<file path="src/rtl/config_memory_pkg.sv">
// ----------------------------------------------------------------------------
// config_memory_pkg: states, channel word map and address decode for the sequencer
// Rev 1.0
// ----------------------------------------------------------------------------
`default_nettype none

package config_memory_pkg;

  typedef enum logic [1:0] {
    ST_BOOT    = 2'd0,
    ST_DRAIN   = 2'd1,
    ST_RUN     = 2'd2,
    ST_RD_WAIT = 2'd3
  } state_t;

  localparam int unsigned WORDS_PER_CH = 6;

  localparam logic [2:0] W_IP   = 3'd0;
  localparam logic [2:0] W_MASK = 3'd1;
  localparam logic [2:0] W_GW   = 3'd2;
  localparam logic [2:0] W_TGT  = 3'd3;
  localparam logic [2:0] W_MACH = 3'd4;
  localparam logic [2:0] W_MACL = 3'd5;

  localparam int unsigned RD_LAT = 2;

  typedef struct packed {
    logic       hit;
    logic [7:0] ch;
    logic [2:0] word;
  } word_tag_t;

  // Addresses below base wrap to a huge offset and therefore miss.
  function automatic word_tag_t decode_addr(input logic [9:0] addr,
                                            input logic [9:0] base,
                                            input int unsigned n_ch);
    word_tag_t   t;
    int unsigned off;
    off    = 32'(addr) - 32'(base);
    t.hit  = off < n_ch * WORDS_PER_CH;
    t.ch   = 8'(off / WORDS_PER_CH);
    t.word = 3'(off % WORDS_PER_CH);
    return t;
  endfunction

endpackage

`default_nettype wire

</file>
<file path="src/rtl/config_memory_sequencer.sv">
// ----------------------------------------------------------------------------
// config_memory_sequencer: boots per-channel network config from BRAM, serves host access
// Rev 1.0
// ----------------------------------------------------------------------------
`default_nettype none

module config_memory_sequencer
  import config_memory_pkg::*;
#(
  parameter int          N_CH         = 8,
  parameter logic [9:0]  BASE_ADDR    = 10'd0,
  parameter logic [31:0] DEF_IP_BASE  = 32'h0a0000ff,
  parameter logic [31:0] DEF_NETMASK  = 32'hff000000,
  parameter logic [31:0] DEF_GATEWAY  = 32'h0a000001,
  parameter logic [31:0] DEF_TARGET   = 32'h0a000001,
  parameter logic [47:0] DEF_MAC_BASE = 48'h001b1affff00
) (
  input  logic               clk,
  input  logic               reset_n,
  output logic               mem_en_o,
  output logic               mem_we_o,
  output logic [9:0]         mem_addr_o,
  output logic [31:0]        mem_din_o,
  input  logic [31:0]        mem_dout_i,
  input  logic               host_req_valid_i,
  output logic               host_req_ready_o,
  input  logic               host_req_we_i,
  input  logic [9:0]         host_req_addr_i,
  input  logic [31:0]        host_req_wdata_i,
  output logic               host_rsp_valid_o,
  output logic [31:0]        host_rsp_rdata_o,
  input  logic               reload_i,
  output logic               cfg_valid_o,
  output logic               cfg_busy_o,
  output logic [N_CH*32-1:0] ipaddr_o,
  output logic [N_CH*32-1:0] netmask_o,
  output logic [N_CH*32-1:0] gateway_o,
  output logic [N_CH*32-1:0] targetip_o,
  output logic [N_CH*48-1:0] macaddr_o
);

  localparam logic [9:0] c_last = 10'(N_CH * WORDS_PER_CH - 1);

  state_t     r_state;
  logic [9:0] r_boot_cnt;
  logic [1:0] r_rd_cnt;
  logic       r_boot_rd;
  logic       r_tag_a_v, r_tag_b_v;
  word_tag_t  r_tag_a, r_tag_b;
  logic       r_reload_pend;

  logic       w_hs;
  logic       w_reload;
  word_tag_t  w_wr_tag;
  logic       w_ap_en;
  word_tag_t  w_ap_tag;
  logic [31:0] w_ap_data;
  logic       w_ap_restore;

  assign w_hs     = host_req_valid_i && host_req_ready_o;
  assign w_reload = r_reload_pend || reload_i;
  assign w_wr_tag = decode_addr(mem_addr_o, BASE_ADDR, N_CH);

  // Shared apply path: boot returns skip zero words, host writes of zero restore defaults.
  always_comb begin
    w_ap_en      = 1'b0;
    w_ap_tag     = r_tag_b;
    w_ap_data    = mem_dout_i;
    w_ap_restore = 1'b0;
    if (r_tag_b_v) begin
      w_ap_en = r_tag_b.hit && (mem_dout_i != '0);
    end else if (mem_we_o) begin
      w_ap_tag     = w_wr_tag;
      w_ap_en      = w_wr_tag.hit;
      w_ap_data    = mem_din_o;
      w_ap_restore = (mem_din_o == '0);
    end
  end

  always_ff @(posedge clk or negedge reset_n) begin
    if (!reset_n) begin
      r_tag_a_v <= 1'b0;
      r_tag_b_v <= 1'b0;
      r_tag_a   <= '0;
      r_tag_b   <= '0;
    end else begin
      r_tag_a_v <= r_boot_rd;
      r_tag_a   <= w_wr_tag;
      r_tag_b_v <= r_tag_a_v;
      r_tag_b   <= r_tag_a;
    end
  end

  always_ff @(posedge clk or negedge reset_n) begin
    if (!reset_n) begin
      r_state          <= ST_BOOT;
      r_boot_cnt       <= '0;
      r_rd_cnt         <= '0;
      r_boot_rd        <= 1'b0;
      r_reload_pend    <= 1'b0;
      mem_en_o         <= 1'b0;
      mem_we_o         <= 1'b0;
      mem_addr_o       <= '0;
      mem_din_o        <= '0;
      host_req_ready_o <= 1'b0;
      host_rsp_valid_o <= 1'b0;
      host_rsp_rdata_o <= '0;
      cfg_valid_o      <= 1'b0;
      cfg_busy_o       <= 1'b1;
    end else begin
      host_rsp_valid_o <= 1'b0;
      r_boot_rd        <= 1'b0;
      case (r_state)
        ST_BOOT: begin
          mem_en_o      <= 1'b1;
          mem_we_o      <= 1'b0;
          mem_addr_o    <= BASE_ADDR + r_boot_cnt;
          r_boot_rd     <= 1'b1;
          r_reload_pend <= 1'b0;
          if (r_boot_cnt == c_last) begin
            r_boot_cnt <= '0;
            r_state    <= ST_DRAIN;
          end else begin
            r_boot_cnt <= r_boot_cnt + 10'd1;
          end
        end
        ST_DRAIN: begin
          mem_en_o      <= 1'b0;
          r_reload_pend <= 1'b0;
          // Last word is being applied once the final tag is alone in the pipe.
          if (r_tag_b_v && !r_tag_a_v) begin
            r_state          <= ST_RUN;
            cfg_valid_o      <= 1'b1;
            cfg_busy_o       <= 1'b0;
            host_req_ready_o <= 1'b1;
          end
        end
        ST_RUN: begin
          r_reload_pend <= w_reload;
          if (mem_we_o) begin
            mem_en_o         <= 1'b0;
            mem_we_o         <= 1'b0;
            host_req_ready_o <= 1'b1;
          end else if (w_hs) begin
            mem_en_o         <= 1'b1;
            mem_we_o         <= host_req_we_i;
            mem_addr_o       <= host_req_addr_i;
            host_req_ready_o <= 1'b0;
            if (host_req_we_i) begin
              mem_din_o <= host_req_wdata_i;
            end else begin
              r_state  <= ST_RD_WAIT;
              r_rd_cnt <= '0;
            end
          end else if (w_reload) begin
            r_state          <= ST_BOOT;
            r_boot_cnt       <= '0;
            r_reload_pend    <= 1'b0;
            cfg_busy_o       <= 1'b1;
            host_req_ready_o <= 1'b0;
          end
        end
        ST_RD_WAIT: begin
          mem_en_o      <= 1'b0;
          r_reload_pend <= w_reload;
          if (r_rd_cnt == 2'(RD_LAT)) begin
            host_rsp_valid_o <= 1'b1;
            host_rsp_rdata_o <= mem_dout_i;
            host_req_ready_o <= 1'b1;
            r_state          <= ST_RUN;
          end else begin
            r_rd_cnt <= r_rd_cnt + 2'd1;
          end
        end
        default: r_state <= ST_BOOT;
      endcase
    end
  end

  for (genvar c = 0; c < N_CH; c++) begin : g_ch
    localparam logic [31:0] c_def_ip  = DEF_IP_BASE + (32'(c) << 16);
    localparam logic [47:0] c_def_mac = DEF_MAC_BASE + 48'(c);

    logic [31:0] r_ip, r_mask, r_gw, r_tgt;
    logic [47:0] r_mac;
    logic        w_sel;

    assign w_sel = w_ap_en && (w_ap_tag.ch == 8'(c));

    always_ff @(posedge clk or negedge reset_n) begin
      if (!reset_n) begin
        r_ip   <= c_def_ip;
        r_mask <= DEF_NETMASK;
        r_gw   <= DEF_GATEWAY;
        r_tgt  <= DEF_TARGET;
        r_mac  <= c_def_mac;
      end else if (w_sel) begin
        case (w_ap_tag.word)
          W_IP:    r_ip         <= w_ap_restore ? c_def_ip          : w_ap_data;
          W_MASK:  r_mask       <= w_ap_restore ? DEF_NETMASK       : w_ap_data;
          W_GW:    r_gw         <= w_ap_restore ? DEF_GATEWAY       : w_ap_data;
          W_TGT:   r_tgt        <= w_ap_restore ? DEF_TARGET        : w_ap_data;
          W_MACH:  r_mac[47:16] <= w_ap_restore ? c_def_mac[47:16]  : w_ap_data;
          W_MACL:  r_mac[15:0]  <= w_ap_restore ? c_def_mac[15:0]   : w_ap_data[31:16];
          default: ;
        endcase
      end
    end

    assign ipaddr_o[c*32 +: 32]   = r_ip;
    assign netmask_o[c*32 +: 32]  = r_mask;
    assign gateway_o[c*32 +: 32]  = r_gw;
    assign targetip_o[c*32 +: 32] = r_tgt;
    assign macaddr_o[c*48 +: 48]  = r_mac;
  end

endmodule

`default_nettype wire

</file>
<file path="config.mk">
export PLATFORM = sky130hd
export DESIGN_NAME = config_memory_sequencer
export DESIGN_NICKNAME = d
export VERILOG_FILES = /design/src/rtl/config_memory_pkg.sv /design/src/rtl/config_memory_sequencer.sv
export SDC_FILE = /design/constraint.sdc
export NUM_CORES = 2
export LEC_CHECK = 0
export BUFFER_PORTS_ARGS = -buffer_cell sky130_fd_sc_hd__buf_2
export CAP_MARGIN = 10
export CELL_PAD_IN_SITES_DETAIL_PLACEMENT = 0
export CELL_PAD_IN_SITES_GLOBAL_PLACEMENT = 1
export CORE_AREA = 2 2 618 620
export DETAILED_ROUTE_END_ITERATION = 6
export DIE_AREA = 0 0 620 622
export MAX_ROUTING_LAYER = met4
export PLACE_DENSITY = 0.4
export SKIP_CTS_REPAIR_TIMING = 1
export SLEW_MARGIN = 5
export SYNTH_ARGS = -nofsm -noshare
export SYNTH_HDL_FRONTEND = slang
export SYNTH_SLANG_ARGS = --single-unit
</file>
<file path="constraint.sdc">
create_clock -name clk -period 4.4 [get_ports clk]
set_input_delay 0.88 -clock clk [delete_from_list [all_inputs] [get_ports clk]]
set_output_delay 0.88 -clock clk [all_outputs]
set_load 0.05 [all_outputs]
</file>
; After elaboration in Yosys (flattened, before gate mapping)
; Index checks and enable logic that the tools add are counted.
[word_totals]
memories = 0
mem_bits_ro = 0
reg_bits = 1530
latch_bits = 0
output_inout_bits = 1488
ramBits = 0
[classes]
div_mod_pow = 2
shifts = 0
n_mux = 71
n_bitwise = 1
reduce_logical = 81
n_eq_ne = 30
n_mul = 0
addsub = 2
magnitude_cmp = 1
[ops]
columns = cell, n
row1 = two-way mux 32 bit, 13
row2 = two-way mux 16 bit, 8
row3 = AND reduction 2 bit, 50
row4 = two-way mux 10 bit, 6
row5 = one-hot mux 10 bit (2 select lines), 2
row6 = divider 10 x 3 -> 32 bit (second input constant), 1
row7 = equality test 8 x 3 -> 1 bit (second input constant), 4
row8 = logical NOT 32 bit, 1
row9 = modulo 10 x 3 -> 32 bit (second input constant), 1
row10 = nonzero test 32 bit, 1
row11 = two-way mux 1 bit, 22
row12 = two-way mux 11 bit, 2
row13 = two-way mux 2 bit, 11
row14 = inequality test 2 bit (second input constant), 9
row15 = equality test 8 x 2 -> 1 bit (second input constant), 2
row16 = AND reduction 4 bit, 3
row17 = logical AND 1 bit, 11
row18 = adder 10 x 1 -> 10 bit (second input constant), 1
row19 = equality test 10 x 6 -> 1 bit (second input constant), 1
row20 = less-than comparator 10 x 6 -> 1 bit (second input constant), 1
row21 = AND reduction 5 bit, 2
row22 = inequality test 3 bit (second input constant), 3
row23 = one-hot mux 1 bit (3 select lines), 3
row24 = equality test 8 x 1 -> 1 bit (second input constant), 1
row25 = other kinds (21), 29

; Logic depth before layout (Yosys ltp)
[logic_depth]
ltp_word = 6
mapped_depth = 20

; Worst setup path before layout
; No wires, ideal clock.
[synth_timing]
kind = register -> register
from = reg mem_addr_o[8]
to = reg g_ch[6].r_mac[5]
path_buffers = 6
stages_incl_launch_ff = 18
setup_time_ns = 0.125
synth_period_minus_slack_ns = 4.885
arrival_time_ns = 4.760
t_required_ns = 4.275
setup_slack_ns = -0.485
path_cell_list = dfrtp_1 > buf_2 > clkbuf_1 > clkbuf_1 > ha_1 > nor4bb_2 > o221ai_2 > and3_1 > buf_4 > xnor2_1 > o311ai_1 > and2_1 > a211oi_1 > o211a_2 > buf_4 > nor4_4 > buf_4 > mux2_2
[synth_via]
elab_chain_len = 6
[synth_rtl]
columns = element, line
row1 = start: declaration, config_memory_sequencer.sv:22  ; output logic [9:0] mem_addr_o,
row2 = start signal: assignment, config_memory_sequencer.sv:117  ; mem_addr_o <= BASE_ADDR + r_boot_cnt;
row3 = start signal: assignment, config_memory_sequencer.sv:147  ; mem_addr_o <= host_req_addr_i;
row4 = divider 10 x 3 -> 32 bit, config_memory_pkg.sv:41  ; t.ch = 8'(off / WORDS_PER_CH);
row5 = two-way mux 11 bit, config_memory_sequencer.sv:72  ; end else if (mem_we_o) begin
row6 = two-way mux 11 bit, config_memory_sequencer.sv:70  ; if (r_tag_b_v) begin
row7 = equality test 8 x 3 -> 1 bit, config_memory_sequencer.sv:188  ; assign w_sel = w_ap_en && (w_ap_tag.ch == 8'(c));
row8 = logical AND 1 bit, config_memory_sequencer.sv:188
row9 = AND reduction 2 bit (no line) (*), n/a
row10 = end signal: assignment, config_memory_sequencer.sv:196  ; r_mac <= c_def_mac;
row11 = end signal: assignment, config_memory_sequencer.sv:204  ; W_MACL: r_mac[15:0] <= w_ap_restore ? c_def_mac[15:0] : w_ap_data[31:16];
row12 = end: declaration, config_memory_sequencer.sv:185  ; logic [47:0] r_mac;
; Mark *: on every way between the ends. The rest lies on a longest branch, timed or not.
; A chain may end at the register's enable or synchronous reset.

; Worst setup path in the final report
[layout_timing]
from = reg mem_addr_o[8]
to = reg g_ch[4].r_mac[30]
[layout_via]
elab_chain_len = 6
[layout_rtl]
columns = element, line
row1 = divider 10 x 3 -> 32 bit, config_memory_pkg.sv:41
row2 = two-way mux 11 bit, config_memory_sequencer.sv:72
row3 = two-way mux 11 bit, config_memory_sequencer.sv:70
row4 = equality test 8 x 3 -> 1 bit, config_memory_sequencer.sv:188
row5 = logical AND 1 bit, config_memory_sequencer.sv:188
row6 = AND reduction 2 bit (no line) (*), n/a
row7 = end signal: assignment, config_memory_sequencer.sv:196
row8 = end signal: assignment, config_memory_sequencer.sv:203  ; W_MACH: r_mac[47:16] <= w_ap_restore ? c_def_mac[47:16] : w_ap_data;
row9 = end: declaration, config_memory_sequencer.sv:185
; Marks and branches as above.

==> metrics <==
result of the run=completed; PortBufs=1566; combinational fraction of design power=19.0%; via count=42300; Tot GR Track Use=17.5%; initial antenna violation count=94; Routed Antenna Nets=0; placer congestion estimate=0.793; dominant combinational cell family by area after synthesis=multiplexers; synthesized net count=4091; Root Driver=clkbuf_16; kind of end point of the critical path=register; Setup CP Type=reg2reg; cell type contributing the most total cell area after synthesis=dfrtp_1; initial standard-cell utilization of the core=16.0%; VDD IR max=0.328 mV; power share of the clock group=41.9%; post-synth top area share=46.6%; transition at the pin with the smallest max-transition slack=1.18 ns; placed wire-length estimate after detailed placement=251 mm; wire length of the first global-routing pass=440 mm; Netlist Area Pre-Place=60700 sq um; leakage power of the design=37.6 nW; initial drt markers=1935; clock tree from TritonCTS=yes; setup tns final=0 ns; Pre-Repair DR Iteration Count=7; total of endpoints with negative setup slack in the final report=0; sum of overflow across all layers after global routing=0; simple-gate portion of the synthesized area=4.10%; Top FF cell, synth=dfrtp_1; Arrival @ worst endpoint=4.98 ns; insertion delay of the later-clocked pin in the worst-skew pair=0.88 ns; mux contribution to synthesized area=26.8%; switching part of the total power=32.8%; worst hold slack=0.239 ns; maximum operating frequency=234 MHz; fraction of synthesized cell area in xor and xnor cells=0.144%; maximum number of buffers from clock root to sink=4; IO Count=1567; final slew viol count=0; count of flip-flops with a built-in enable after synthesis=0; Synth Area in Compound Gates=2.35%; DRC=0; Yosys warnings=0; sinks on the clock net=1530; CTS clock-pin slew for the worst setup and hold paths=0.06 ns; Power Dens Cells=462 nW/um^2; number of max-cap violations=0; CTS H-Tree Depth=4; startpoint types=register; Final Routed Wirelength=342 mm; largest fanout on the critical path=25; post-synthesis sequential element count=1530; Post-Synthesis Cells=4009; via/cell ratio=3.84; clock buffers created by TritonCTS=194; minimum clock period=4.27 ns; total die area=386000 sq um; Die Width=620 microns; Max transition margin=21.6%; P_sw=12.9 mW; routed length per instance=31.0 microns; ranking of synthesized cells by area=dfrtp_1 (47%), mux2_2 (23%), dfstp_2 (17%); asr flop ratio synth=100%; highest-count cells in the layout ignoring fill and taps=buf_2 (1565), mux2_2 (1258), dfrtp_1 (1125); most common library cell in the layout ignoring fill and taps=buf_2; post-synthesis to final-layout area growth=40.2%; syn_area_per_cell=15.1 sq um; part of the cycle the worst path needs=97.0%; number of hold violations in the final report=0; worst min-delay path class=in2reg; ratio of cells with drive above 1 in the final layout=67.7%; number of global-route vias before repair=43500; nets@finish=5867; count of distinct cell types in the synthesized netlist=87; Core ar.=378000 sq um; Chip Height=622 microns; internal cell power=26.4 mW; portion of total power attributed to sequential cells=39.1%; required time of the critical path=5.11 ns; maximum number of pins on one net before global-route repair=110; number of fillers in the final layout=40400; setup clock skew after layout=0.0637 ns; share of synthesized area occupied by flip-flops and latches=63.9%; row cnt=226; area share of fa/ha/maj cells after synthesis=0.0619%
-- sequential cells by signal, indices dropped and copies added (netlist names), 2 cells and up --
signal and count:
r_tag_a 12, g_ch.r_mask 256, g_ch.r_tgt 256, r_boot_cnt 10, g_ch.r_gw 256, mem_addr_o 10, g_ch.r_ip 256, r_rd_cnt 2
r_tag_b 12, r_state 2, mem_din_o 32, host_rsp_rdata_o 32, g_ch.r_mac 384
-- power groups by stage --
| stage | clock [mW] | sequential (mW) | combinational [mW] |
|---|---|---|---|
| finish | 16.5 | 15.4 | 7.46 |
| global route | 17.6 | 15.5 | 7.84 |
| CTS | 17.0 | 15.4 | 7.37 |
| detailed placement | 0 | 15.6 | 7.36 |
| global placement | 0 | 15.6 | 7.35 |
| floorplan | 0 | 17.9 | 1.91 |
-- critical path: stages, from the launching register on --
cell,delay (ns)
dfrtp_2,0.43
ha_4,0.29
nor4bb_4,0.33
o221ai_2,0.18
nand3_2,0.16
a21oi_1,0.09
mux4_2,0.48
a22o_4,0.27
buf_4,0.17
a211o_2,0.33
buf_4,0.16
buf_4,0.17
nor4b_4,0.38
buf_12,0.26
mux2_2,0.36
-- worst paths after layout --
kind / startpoint / end / slack (ns) / depth (start not counted)
hold / removal: host_req_wdata_i[4] / mem_din_o[4] / 0.24 / 2
min in group asynchronous: reset_n / g_ch[7].r_gw[16] / 0.65 / 2
max in group asynchronous: reset_n / g_ch[1].r_gw[26] / 2.20 / 4
hold reg to reg: r_tag_a[1] / r_tag_b[1] / 0.34 / 0
setup / recovery: mem_addr_o[8] / g_ch[4].r_mac[30] / 0.13 / 14
setup reg to reg: mem_addr_o[8] / g_ch[4].r_mac[30] / 0.13 / 14
-- synthesized netlist by cell type, types with 4 or more instances --
cell type	number
nand2b_1	64
nand4_1	17
nor4_1	17
and3_1	7
nor2_1	45
buf_2	117
nor4_4	4
mux2i_1	13
buf_4	20
a21oi_1	98
nand3_1	28
nor4_2	6
buf_6	6
and4_1	5
and2_1	4
nor2b_1	7
dfrtp_1	1129
a31oi_1	6
dfstp_2	401
mux2_1	161
a21o_1	5
o21ai_0	37
nand2_1	143
or2_2	4
a21boi_0	4
o211ai_1	7
xor2_1	7
nand4b_1	11
inv_1	12
clkbuf_1	186
a211o_1	4
nor4b_4	4
mux2_4	6
o21ai_1	5
a211oi_1	21
buf_1	9
nor3_1	63
mux2_2	1258
-- stage by stage --
step	power, mW	utilization (%)	cell area (sq um)	worst slack, ns	std cells
finish	39.3	22.5	85100	0.130	11000
global route	41.0	22.5	85000	-0.0425	11000
floorplan	19.8	-	60700	-0.123	4009
CTS	39.8	22.2	84000	-0.318	10900
global placement	23.0	20.5	77500	-0.609	10500
detailed placement	23.0	20.5	77500	-0.554	10500
-- layout make-up --
cell class	count	area (sq um)	share of cell area, %
Antenna cell	40	100	0.118
Clock buffer	288	5600	6.58
Clock inverter	73	895	1.05
Inverter	13	51.3	0.0603
Multi-Input combinational cell	2127	21000	24.7
Sequential cell	1530	38800	45.6
Tap cell	5016	6280	7.38
Timing Repair Buffer	1919	12400	14.5
-- layer usage --
metal,GRT usage [%],vias to the layer above,wire length (microns)
met3,3.17,363,18500
met1,20.3,22700,137000
li1,-,17800,-
met5,-,-,0
met2,30.8,1400,177000
met4,4.67,0,9630
-- cells by family after synthesis --
group / after synthesis
flip-flops: 1530
multiplexers: 1440
AND/OR/NAND/NOR: 447
buffers and inverters: 352
AO/OA/AOI/OAI: 227
XOR/XNOR: 10
adder cells (fa/ha/maj): 3
No activity file was read; power rests on OpenSTA's default activity.
